## src/rtl/uart_pkg.sv

```systemverilog
// Shared UART definitions: FSM state encoding and default frame/oversampling
// parameters. The baud-rate generator and uart_tx take NUM_TICKS from here.
// Optional build macro: UART_RX_PARITY_EN (adds the PARITY receive state).
package uart_pkg;

  localparam int NB_DATA   = 8;   // data bits per frame, LSB first
  localparam int NUM_TICKS = 16;  // oversampling ticks per bit period
  localparam int SB_TICK   = 16;  // ticks spent sampling the stop bit

`ifdef UART_RX_PARITY_EN
  typedef enum logic [2:0] {
    ST_IDLE   = 3'd0,
    ST_START  = 3'd1,
    ST_DATA   = 3'd2,
    ST_PARITY = 3'd3,
    ST_STOP   = 3'd4
  } state_t;
`else
  typedef enum logic [1:0] {
    ST_IDLE  = 2'd0,
    ST_START = 2'd1,
    ST_DATA  = 2'd2,
    ST_STOP  = 2'd3
  } state_t;
`endif

  // Larger of two integers, used to size the shared tick counter.
  function automatic int max_int(input int a, input int b);
    return (a > b) ? a : b;
  endfunction

endpackage

```

## src/rtl/sync_2ff.sv

```systemverilog
// Two-flop synchronizer for asynchronous inputs. The reset value is a
// parameter so an idle-high line (such as a UART RX pin) reads idle in reset.
module sync_2ff #(
  parameter int               WIDTH   = 1,
  parameter logic [WIDTH-1:0] RST_VAL = '0
) (
  input  logic             clk_i,
  input  logic             rst_ni,
  input  logic [WIDTH-1:0] d_i,
  output logic [WIDTH-1:0] q_o
);

  logic [WIDTH-1:0] meta_q;
  logic [WIDTH-1:0] sync_q;

  // First flop may go metastable; second flop gives it a full cycle to settle.
  always_ff @(posedge clk_i or negedge rst_ni) begin
    if (!rst_ni) begin
      meta_q <= RST_VAL;
      sync_q <= RST_VAL;
    end else begin
      meta_q <= d_i;
      sync_q <= meta_q;
    end
  end

  assign q_o = sync_q;

endmodule

```

## src/rtl/uart_rx.sv

```systemverilog
// UART receiver driven by the baud generator's oversampling tick. Recovers
// 8N1 frames from a synchronized RX line, sampling each bit at its midpoint,
// and presents each byte with a one-cycle done strobe plus a stop-bit error
// flag. Optional build macro: UART_RX_PARITY_EN adds a parity bit between
// data and stop, parameter PARITY_ODD and output o_parity_err.
// o_dbg_state exposes the FSM state for observation.
module uart_rx
  import uart_pkg::*;
#(
  parameter int NB_DATA   = uart_pkg::NB_DATA,
  parameter int NUM_TICKS = uart_pkg::NUM_TICKS,
  parameter int SB_TICK   = uart_pkg::SB_TICK
`ifdef UART_RX_PARITY_EN
  ,
  parameter bit PARITY_ODD = 1'b0
`endif
) (
  input  logic               i_clk,
  input  logic               i_rst,
  input  logic               i_tick,
  input  logic               i_rx,
  output logic [NB_DATA-1:0] o_data,
  output logic               o_rx_done,
  output logic               o_frame_err,
  output logic               o_busy,
`ifdef UART_RX_PARITY_EN
  output logic               o_parity_err,
`endif
  output state_t             o_dbg_state
);

  localparam int TW = $clog2(max_int(NUM_TICKS, SB_TICK));
  localparam int BW = $clog2(NB_DATA);

  localparam logic [TW-1:0] MID_TICK  = TW'(NUM_TICKS / 2 - 1);
  localparam logic [TW-1:0] BIT_TICK  = TW'(NUM_TICKS - 1);
  localparam logic [TW-1:0] STOP_TICK = TW'(SB_TICK - 1);
  localparam logic [BW-1:0] LAST_BIT  = BW'(NB_DATA - 1);

  // Handshake: o_rx_done is a single-cycle valid with no ready; o_data and
  // o_frame_err (and o_parity_err) are qualified by it in the same cycle,
  // and o_data holds until the next strobe.

  logic rx_s;

  state_t             state_q, state_d;
  logic [TW-1:0]      tick_q,  tick_d;
  logic [BW-1:0]      bit_q,   bit_d;
  logic [NB_DATA-1:0] shreg_q, shreg_d;
  logic [NB_DATA-1:0] data_q,  data_d;
  logic               done_q,  done_d;
  logic               ferr_q,  ferr_d;
`ifdef UART_RX_PARITY_EN
  logic               par_q,   par_d;
  logic               perr_q,  perr_d;
`endif

  sync_2ff #(
    .WIDTH   (1),
    .RST_VAL (1'b1)
  ) u_sync_rx (
    .clk_i  (i_clk),
    .rst_ni (i_rst),
    .d_i    (i_rx),
    .q_o    (rx_s)
  );

  // State, counters, shift register and registered outputs.
  always_ff @(posedge i_clk or negedge i_rst) begin
    if (!i_rst) begin
      state_q <= ST_IDLE;
      tick_q  <= '0;
      bit_q   <= '0;
      shreg_q <= '0;
      data_q  <= '0;
      done_q  <= 1'b0;
      ferr_q  <= 1'b0;
`ifdef UART_RX_PARITY_EN
      par_q   <= 1'b0;
      perr_q  <= 1'b0;
`endif
    end else begin
      state_q <= state_d;
      tick_q  <= tick_d;
      bit_q   <= bit_d;
      shreg_q <= shreg_d;
      data_q  <= data_d;
      done_q  <= done_d;
      ferr_q  <= ferr_d;
`ifdef UART_RX_PARITY_EN
      par_q   <= par_d;
      perr_q  <= perr_d;
`endif
    end
  end

  // Next-state logic: counters only move on ticks; the start edge does not wait for one.
  always_comb begin
    state_d = state_q;
    tick_d  = tick_q;
    bit_d   = bit_q;
    shreg_d = shreg_q;
    data_d  = data_q;
    done_d  = 1'b0;
    ferr_d  = 1'b0;
`ifdef UART_RX_PARITY_EN
    par_d   = par_q;
    perr_d  = 1'b0;
`endif
    case (state_q)
      ST_IDLE: begin
        if (!rx_s) begin
          state_d = ST_START;
          tick_d  = '0;
        end
      end
      ST_START: begin
        if (i_tick) begin
          if (tick_q == MID_TICK) begin
            if (!rx_s) begin
              state_d = ST_DATA;
              tick_d  = '0;
              bit_d   = '0;
            end else begin
              // Line went back high before mid-bit: treat as noise.
              state_d = ST_IDLE;
            end
          end else begin
            tick_d = tick_q + 1'b1;
          end
        end
      end
      ST_DATA: begin
        if (i_tick) begin
          if (tick_q == BIT_TICK) begin
            tick_d  = '0;
            shreg_d = {rx_s, shreg_q[NB_DATA-1:1]};
            if (bit_q == LAST_BIT) begin
`ifdef UART_RX_PARITY_EN
              state_d = ST_PARITY;
`else
              state_d = ST_STOP;
`endif
            end else begin
              bit_d = bit_q + 1'b1;
            end
          end else begin
            tick_d = tick_q + 1'b1;
          end
        end
      end
`ifdef UART_RX_PARITY_EN
      ST_PARITY: begin
        if (i_tick) begin
          if (tick_q == BIT_TICK) begin
            tick_d  = '0;
            par_d   = rx_s;
            state_d = ST_STOP;
          end else begin
            tick_d = tick_q + 1'b1;
          end
        end
      end
`endif
      ST_STOP: begin
        if (i_tick) begin
          if (tick_q == STOP_TICK) begin
            state_d = ST_IDLE;
            data_d  = shreg_q;
            done_d  = 1'b1;
            ferr_d  = ~rx_s;
`ifdef UART_RX_PARITY_EN
            perr_d  = (^shreg_q) ^ par_q ^ PARITY_ODD;
`endif
          end else begin
            tick_d = tick_q + 1'b1;
          end
        end
      end
      default: begin
        state_d = ST_IDLE;
      end
    endcase
  end

  assign o_data      = data_q;
  assign o_rx_done   = done_q;
  assign o_frame_err = ferr_q;
  assign o_busy      = (state_q != ST_IDLE);
  assign o_dbg_state = state_q;
`ifdef UART_RX_PARITY_EN
  assign o_parity_err = perr_q;
`endif

endmodule

```

## config.mk

```make
export PLATFORM = sky130hd
export DESIGN_NAME = uart_rx
export DESIGN_NICKNAME = d
export VERILOG_FILES = /design/src/rtl/uart_pkg.sv /design/src/rtl/sync_2ff.sv /design/src/rtl/uart_rx.sv
export SDC_FILE = /design/constraint.sdc
export NUM_CORES = 1
export LEC_CHECK = 0
export CORE_UTILIZATION = 34
export CTS_CLUSTER_SIZE = 28
export DETAILED_ROUTE_END_ITERATION = 6
export SYNTH_ARGS = -nofsm -noshare
export SYNTH_HDL_FRONTEND = slang
export SYNTH_SLANG_ARGS = --single-unit
export TNS_END_PERCENT = 20
```

## constraint.sdc

```tcl
create_clock -name i_clk -period 2.4 [get_ports i_clk]
set_input_delay 0.36 -clock i_clk [delete_from_list [all_inputs] [get_ports i_clk]]
set_output_delay 0.36 -clock i_clk [all_outputs]
set_load 0.02 [all_outputs]
```

==> run_results.csv <==
group,metric,value,unit
route,via_count,834,
die,coreArea,3660,um^2
logic_synthesis,netlist_area,1310,um^2
cts,root_buffer,"clkbuf_8",
timing,max_freq,471,MHz
cells_and_area,drive_gt1_frac,0.281,
logic_synthesis,synth_cell_types,34,
pwr,power_frac_comb,0.261,
route,wirelength,2290,um
global_route,grt_busiest_layer,"met2",
global_route,use_met1,0.180,
pwr,intPower,0.000921,W
placement,io_buffers,16,
timing,skew,8.46,ps
cells_and_area,areaGrowthSynthToFinish,22.2,%
cts,insertion_delay,270,ps
cts,cts.htree.levels,2,
worst_setup_path,endpoint_kind,"primary output",
cts,clock_sinks,29,
cells_and_area,nFillCells,341,
logic_synthesis,yosys_warnings,0,
worst_setup_path,critical_path_class,"reg2out",
logic_synthesis,synth.avg_cell_area,13.1,um^2
global_route,met2_usage,0.193,
cells_and_area,final_common_cell,"dfrtp_1",
global_route,grt_use_met3,0.0536,
logic_synthesis,synth_fp_nets,107,
pwr,p_sw,0.000441,W
timing,grt_setup_unrepaired,"no",
timing,slew_viol_final,0,
pwr,p_per_area,853,nW/um^2
global_route,grt_pass1_wl,4040,um
cts,cts_tree,"yes",
route,wl_per_cell,13.5,um
route,drt-pass1-iter-count,4,
cells_and_area,most-common-layout-cells,"dfrtp_1, mux2_2, clkdlybuf4s50_1, o21ai_0, clkbuf_8",
min_path,holdPathStages,0,
pwr,p_seq_frac,0.463,
worst_setup_path,crit_arrival,1760,ps
global_route,grt_max_degree,30,
worst_setup_path,cp.required,2040,ps
die,start_util,0.357,
logic_synthesis,netlist_instances,100,
timing,hold_viol,0,
pwr,switching_share,0.324,
outcome,status,"finished, final reports clean",
flow_run,cap_violations,0,
timing,setup-violations-final,0,
cts,ctsResizeCount,0,
pwr,p_leak,0.737,nW
cells_and_area,fin_nets,127,
worst_setup_path,start_kind,"flop",
pwr,power.total,0.00136,W
die,ios,17,
cts,cts_setup_buffers,0,
logic_synthesis,ys_seq_area_frac,0.557,
worst_setup_path,critPathMaxFanout,14,
timing,finalCriticalPeriod,2120,ps
route,vias_per_cell,4.93,
route,post-route-drc-count,0,
route,drt-initial-drc-count,23,
die,die_w,64.0,um
global_route,grt_usage,0.133,
cts,postCtsHoldBufs,0,
pwr,peakVddDrop,0.444,mV
global_route,overflow,0,
global_route,grt_pass1_vias,831,
timing,relSlewSlack,0.679,
logic_synthesis,ys_ff_latch,29,
timing,tightest_slew,481,ps
die,die_h,64.0,um
cells_and_area,diodes,0,
timing,period_share,0.885,
worst_setup_path,r2r_cells,4,
timing,setup_tns,0,ps
min_path,hp-class,"reg2reg",
global_route,antenna_found_initial,0,
die,fp.dieArea,4090,um^2
pwr,power.share.clock,0.276,
cts,clockBufferDepth,2,
cts,cts_buffers,5,
cts,path_clk_slew,60,ps
die,placementRows,22,
route,ant_nets,0,
placement,place_hpwl,1520,um
placement,globalplace.congestion,0.853,
power groups by stage:
stage	Combinational [W]	Clock [W]	Sequential [W]
final	0.000355	0.000376	0.000631
after floorplan	0.000300	0	0.000599
after CTS	0.000356	0.000391	0.000632
after global routing	0.000395	0.000421	0.000645
after detailed placement	0.000351	0	0.000639
after global placement	0.000350	0	0.000639
cell usage after synthesis:
cell | n | area, um^2
dfrtp_1 | 27 | 676
mux2_2 | 17 | 191
o21ai_0 | 5 | 25.0
a22o_1 | 4 | 35.0
nand2_1 | 4 | 15.0
buf_2 | 3 | 15.0
ha_1 | 3 | 37.5
inv_1 | 3 | 11.3
nor2_1 | 3 | 11.3
a21o_1 | 2 | 15.0
and2_1 | 2 | 12.5
dfstp_2 | 2 | 52.6
nand3_1 | 2 | 10.0
nor3_1 | 2 | 10.0
nor3b_1 | 2 | 15.0
a21oi_1 | 1 | 5.00
a221o_1 | 1 | 10.0
a221o_2 | 1 | 11.3
a221oi_1 | 1 | 8.76
a22o_2 | 1 | 10.0
a31oi_1 | 1 | 6.26
a32o_2 | 1 | 11.3
clkbuf_1 | 1 | 3.75
mux2i_1 | 1 | 10.0
nand3b_1 | 1 | 7.51
nand4_4 | 1 | 21.3
nor2_2 | 1 | 6.26
nor2b_1 | 1 | 6.26
nor3b_4 | 1 | 18.8
nor4_1 | 1 | 6.26
o22a_2 | 1 | 10.0
o22ai_1 | 1 | 6.26
or2_2 | 1 | 6.26
xor2_1 | 1 | 8.76
metal layers:
layer | share of wire | wire length, um
met4 | 0 | 0
met1 | 0.50 | 1140
met3 | 0.024 | 54
met2 | 0.48 | 1090
met5 | 0 | 0
cell type report:
| cell class | count | area (um^2) | share of cell area |
|---|---|---|---|
| Tap cell | 48 | 60.1 | 0.0376 |
| Sequential cell | 29 | 728 | 0.456 |
| Clock buffer | 7 | 76.3 | 0.0478 |
| Inverter | 3 | 11.3 | 0.00705 |
| Timing Repair Buffer | 17 | 168 | 0.105 |
| Clock inverter | 1 | 5.00 | 0.00313 |
| Multi-Input combinational cell | 64 | 548 | 0.343 |
stage by stage:
stage / util / hold WS [ps] / cells / area, um^2 / setup WS, ps
after floorplan: - / 64.4 / 100 / 1310 / 715
after global placement: 0.414 / 346 / 161 / 1520 / 348
after detailed placement: 0.414 / 352 / 161 / 1520 / 287
after CTS: 0.436 / 360 / 169 / 1600 / 261
after global routing: 0.436 / 365 / 169 / 1600 / 195
final: 0.436 / 359 / 169 / 1600 / 276
kinds of logic after synthesis:
kind of cell             Yosys count  share of synthesized area
flip-flops                        29                      0.557
multiplexers                      18                      0.154
AND/OR/NAND/NOR                   22                      0.112
XOR/XNOR                           1                    0.00671
buffers and inverters              7                     0.0230
AO/OA/AOI/OAI                     20                      0.118
adder cells (fa/ha/maj)            3                     0.0287
flip-flops by register name, summed over array words and instances (netlist names), named ones only:
register          count
o_data                8
o_frame_err           1
bit_q                 3
u_sync_rx.meta_q      1
shreg_q               8
o_rx_done             1
tick_q                4
u_sync_rx.q_o         1
o_dbg_state           1
critical path, stage by stage, from the launching register on:
cell,delay (ps)
dfrtp_1,540
or2_2,400
clkdlybuf4s50_1,550
worst paths after layout:
check	slack (ps)	from	to
setup / recovery	280	o_dbg_state[0]	o_busy
hold / removal	360	u_sync_rx.meta_q	u_sync_rx.q_o
setup reg to reg	550	tick_q[0]	shreg_q[6]
hold reg to reg	360	u_sync_rx.meta_q	u_sync_rx.q_o
max in group asynchronous	1610	i_rst	u_sync_rx.q_o
min in group asynchronous	470	i_rst	o_data[2]
No activity file was read; power rests on OpenSTA's default activity.
==> RTL change 1: new RTL, config.mk and constraints unchanged <==
The output `o_rx_done` loses its register stage (`done_q` becomes a continuous assignment).
--- a/src/rtl/uart_rx.sv
+++ b/src/rtl/uart_rx.sv
@@ -74,5 +74,4 @@
       shreg_q <= '0;
       data_q  <= '0;
-      done_q  <= 1'b0;
       ferr_q  <= 1'b0;
 `ifdef UART_RX_PARITY_EN
@@ -86,5 +85,4 @@
       shreg_q <= shreg_d;
       data_q  <= data_d;
-      done_q  <= done_d;
       ferr_q  <= ferr_d;
 `ifdef UART_RX_PARITY_EN
@@ -94,4 +92,6 @@
     end
   end
+
+  assign done_q = done_d;
 
   // Next-state logic: counters only move on ticks; the start edge does not wait for one.
Check against the original RTL: same outputs for any inputs over 10 cycles, from zero or initial values and one cycle with i_rst low; that may be too few to reach the edited logic, so the function may still have changed.
==> RTL change 1 against the unedited design <==
Area after synthesis fell by 1.2%; final area fell by 0.55%; wire length rose by 2.1%; clock skew fell by 5.0 ps; sequential cell count fell by 1; non-clock buffer count rose by 4; first-iteration DRC count rose by 48%; worst setup slack got worse by 150 ps; final cell count did not move; register-to-register slack improved by 180 ps; total power rose by 7.3%; critical path type unchanged.
==> RTL change 1: results (changes against the unedited design) <==
* Register area share after synthesis at 54.5% (-1.2 points)
* Synth warn at 0 (unchanged)
* Top cells by area, synth: dfrtp_1, mux2_2, dfstp_2
* Int Pwr at 986 uW (+7.1%)
* Area after DPL at 0.00151 sq mm (about the same)
* Crit path max-delay family: buffers and inverters
* First-pass GRT wire length at 4080 um (+1.0%)
* Synth unique cells at 31 (-8.8%)
* H-tree levels at 1 (-1)
* Clock Path Buffers at 2 (unchanged)
* Synthesized net count at 108 (+0.93%)
* Status: finished, final reports clean
* Number of buffers created by CTS at 3 (-2)
* Synth async-reset ratio at 100% (unchanged)
* Final HPWL DP at 1600 um (+4.7%)
* TritonRoute pass-1 iters at 4 (unchanged)
* Peak VDD IR at 0.446 mV (+0.50%)
* Worst hold path type: flip-flop to flip-flop
* Share of cells above drive strength 1 at 28.9% (+0.83 points)
* Commonest register cell after synthesis: dfrtp_1
* GRT Resource Usage Total at 12.9% (-0.39 points)
* Worst relative slew slack at 73.2% (+5.3 points)
* Setup TNS at 0 ps (unchanged)
* CTS root buf: clkbuf_8
* Avg Cell Area, Syn at 12.8 sq um (-2.2%)
* P_leak at 0.000716 uW (-2.8%)
* Clock slew seen by the registers of the worst setup and hold paths at 100 ps (+40 ps)
* DR vias at 851 (+2.0%)
* Delay of the slowest cell on the worst path at 640 ps (+90 ps)
* Synth Area in Compound Gates at 8.63% (-3.1 points)
* Drt initial violations at 34 (+48%)
* Routed len/inst at 13.8 um (+2.1%)
* Layout Skew at 3.49 ps (-4.96 ps)
* CP arrival at 1920 ps (+160 ps)
* Reg2reg setup slack at 730 ps (+180 ps)
* Clk_lat worst skew at roughly 280 ps
* Initial antenna violation count at 0 (unchanged)
* Number of I/O port buffers at 16 (unchanged)
* Routability Congestion at 0.809 (-5.2%)
* Mux contribution to synthesized area at 17.4% (+1.9 points)
* Post-synthesis adder-cell area fraction at 2.91% (+0.036 points)
* Crit-path max FO at 6 (-8)
* Synth Area in XOR/XNOR at 1.36% (+0.69 points)
* Vias in the first global route at 826 (-0.60%)
* Post-CTS setup buffer count at 0 (unchanged)
* Final #Nets at 129 (+1.6%)
* Synth top cells by count: dfrtp_1, mux2_2, a21oi_1, nor2_1, o21ai_0
* Vias per inst at 5.04 (+2.0%)
* Ant diodes at 0 (unchanged)
* Largest net degree at the start of global routing at 29 (-3.3%)
* CP max-delay cell: clkdlybuf4s50_1
RTL change 1: layer usage:
layer | vias to the layer above | global-route usage (%) | wire length, um
met5 | - | 0 | 0
met1 | 422 | 17.5 | 1040
li1 | 407 | - | -
met4 | 0 | 2.56 | 13
met3 | 2 | 4.35 | 112
met2 | 20 | 19.9 | 1170
RTL change 1: path summary, 6_finish.rpt:
kind | from | end | cells after the start
worst max-delay path | tick_q[0] | o_rx_done | 4
max in group asynchronous | i_rst | u_sync_rx.q_o | 2
min in group asynchronous | i_rst | o_frame_err | 2
worst min register to register | u_sync_rx.meta_q | u_sync_rx.q_o | 0
worst max register to register | tick_q[0] | shreg_q[2] | 4
worst min-delay path | u_sync_rx.meta_q | u_sync_rx.q_o | 0
RTL change 1: layout make-up:
cell class	count	area, sq um
Tap cell	48	60.1
Multi-Input combinational cell	66	548
Fill cell	340	2070
Sequential cell	28	703
Inverter	2	7.51
Clock buffer	3	41.3
Clock inverter	1	30.0
Timing Repair Buffer	21	198
RTL change 1: power groups by stage:
stage	combinational [uW]	sequential [uW]	clock, uW
5_1_grt	545	609	406
3_5_place_dp	488	605	0
4_1_cts	488	596	386
3_3_place_gp	469	604	0
6_report	488	599	375
2_1_floorplan	363	602	0
RTL change 1: through the flow:
stage	utilization (%)	hold slack [ps]	setup WS, ps	total power [uW]
global route	43.4	368	7.44	1560
finish	43.4	361	122	1460
detailed placement	41.4	347	181	1090
global placement	41.4	346	167	1070
floorplan	-	64.4	707	965
CTS	43.3	362	52.4	1470
RTL change 1: cell families (layout without fill, tap and decap cells):
kind of cell,count (synthesis),in the layout
and+or+nand+nor,24,24
muxes,20,20
xor gates and xnor gates,2,2
adders and majority gates,3,3
DFF,28,28
AOI/OAI and AO/OA,17,17
buffers and inverters,7,27
RTL change 1: timing repair:
item | CTS | global route
hold endpoints to repair | 0 | 0
resized for setup | 0 | 1
endpoints found under the setup margin | 0 | 1
RTL change 1: worst register-to-register path, delay by kind of cell (launching register included):
kind / cells / cell delay, ps
adder cells (fa/ha/maj): 1 / 270
flip-flops: 1 / 400
multiplexers: 1 / 390
AND/OR/NAND/NOR: 2 / 490
==> RTL change 2: new RTL, same flow settings <==
Without the edit above. Change the parameter `RST_VAL` from 1'b1 to 1'b0.
--- a/src/rtl/uart_rx.sv
+++ b/src/rtl/uart_rx.sv
@@ -58,5 +58,5 @@
   sync_2ff #(
     .WIDTH   (1),
-    .RST_VAL (1'b1)
+    .RST_VAL (1'b0)
   ) u_sync_rx (
     .clk_i  (i_clk),
Behaviour: not the same (a bounded check fails within 4 cycles, from zero or initial values and one cycle with i_rst low).
==> RTL change 2 against the unedited design <==
Total power rose by 11%; hold slack worse by 12 ps; sequential cell count unchanged; final area is 2.0% higher; count of clock-buffer cells in the layout unchanged; sequential power barely moved; worst setup slack gained 15 ps; area after synthesis down 0.19%; final cell count did not move; wire length grew 0.44%.
==> RTL change 2: results (changes against the unedited design) <==
* GR Util met1 at 17.3% (-0.68 points)
* Area after DPL at 0.00151 sq mm (-0.16%)
* Top cells by area, synth: dfrtp_1, mux2_2, ha_1
* Register area share after synthesis at 55.7% (-0.085 points)
* Status: finished, final reports clean
* Final HPWL DP at 1520 um (-0.45%)
* Routability Congestion at 0.881 (+3.3%)
* DR WL met3 at 96 um (+78%)
* Routed met2 length at 1090 um (about the same)
* Hold Crit Start: u_sync_rx.meta_q
* Synth unique cells at 33 (-2.9%)
* Layout Skew at 4.39 ps (-4.07 ps)
* Worst Hold Path EP: u_sync_rx.q_o
* Avg Cell Area, Syn at 13.0 sq um (-0.19%)
* Total Routed Length at 2300 um (+0.44%)
* Met2 usage at 20.2% (+0.93 points)
* Max layer used: met4
* FF-to-FF End: shreg_q[5]
* Setup WS pre-CTS at 281 ps (-5.78 ps)
* Reg2reg setup slack at 530 ps (-20 ps)
* Synth top cells by count: dfrtp_1, mux2_2, o21ai_0
* GRT Resource Usage Total at 13.7% (+0.38 points)
* First-pass GRT wire length at 4110 um (+1.7%)
* Slew @ Worst Pin at 495 ps (+14.2 ps)
* Vias per inst at 4.97 (+0.72%)
* P_leak at 0.000755 uW (+2.5%)
==> RTL change 2: cell count changes in the layout (fill, tap and decap cells not counted), sizes merged <==
cell,unedited run,this run
dfrtp,27,29
clkinv,1,0
dfstp,2,0
bufinv,0,1
==> RTL change 2: area by class of cell <==
type | instances | area, sq um
clock buffer | 7 | 86.3
sequential | 29 | 726
clock inverter | 1 | 30.0
inverter | 3 | 11.3
tap | 48 | 60.1
fill | 333 | 2030
timing repair buffer | 17 | 168
multi-input combinational | 64 | 548
==> RTL change 2: through the flow <==
step / power (uW) / hold WS (ps)
finish: 1510 / 348
global route: 1600 / 358
CTS: 1520 / 348
detailed placement: 993 / 335
global placement: 987 / 332
floorplan: 898 / 64.4
==> RTL change 2: worst max-delay path by stage <==
stage                               from        end  slack [ps]  cells after the start
after floorplan                 bit_q[0]   bit_q[1]         720                      6
after global placement            i_tick  o_data[7]         340                      4
after detailed placement          i_tick  o_data[7]         280                      4
after CTS                 o_dbg_state[0]     o_busy         270                      2
after global routing      o_dbg_state[0]     o_busy         200                      2
final                     o_dbg_state[0]     o_busy         290                      2
==> RTL change 2: cell families (layout without fill, tap and decap cells) <==
logic type               Yosys count  in the layout  synth area share, %
multiplexers                      18             18                 15.5
AO/OA/AOI/OAI                     20             20                 11.8
adder cells (fa/ha/maj)            3              3                 2.88
flip-flops                        29             29                 55.7
buffers and inverters              7             28                 2.30
XOR/XNOR                           1              1                0.672
AND/OR/NAND/NOR                   22             22                 11.2
==> RTL change 2: power by group through the flow <==
stage / registers [uW] / clock network (uW) / logic [uW]
2_1_floorplan: 598 / 0 / 300
3_3_place_gp: 637 / 0 / 350
3_5_place_dp: 638 / 0 / 355
4_1_cts: 629 / 536 / 359
5_1_grt: 643 / 555 / 398
6_report: 630 / 519 / 356
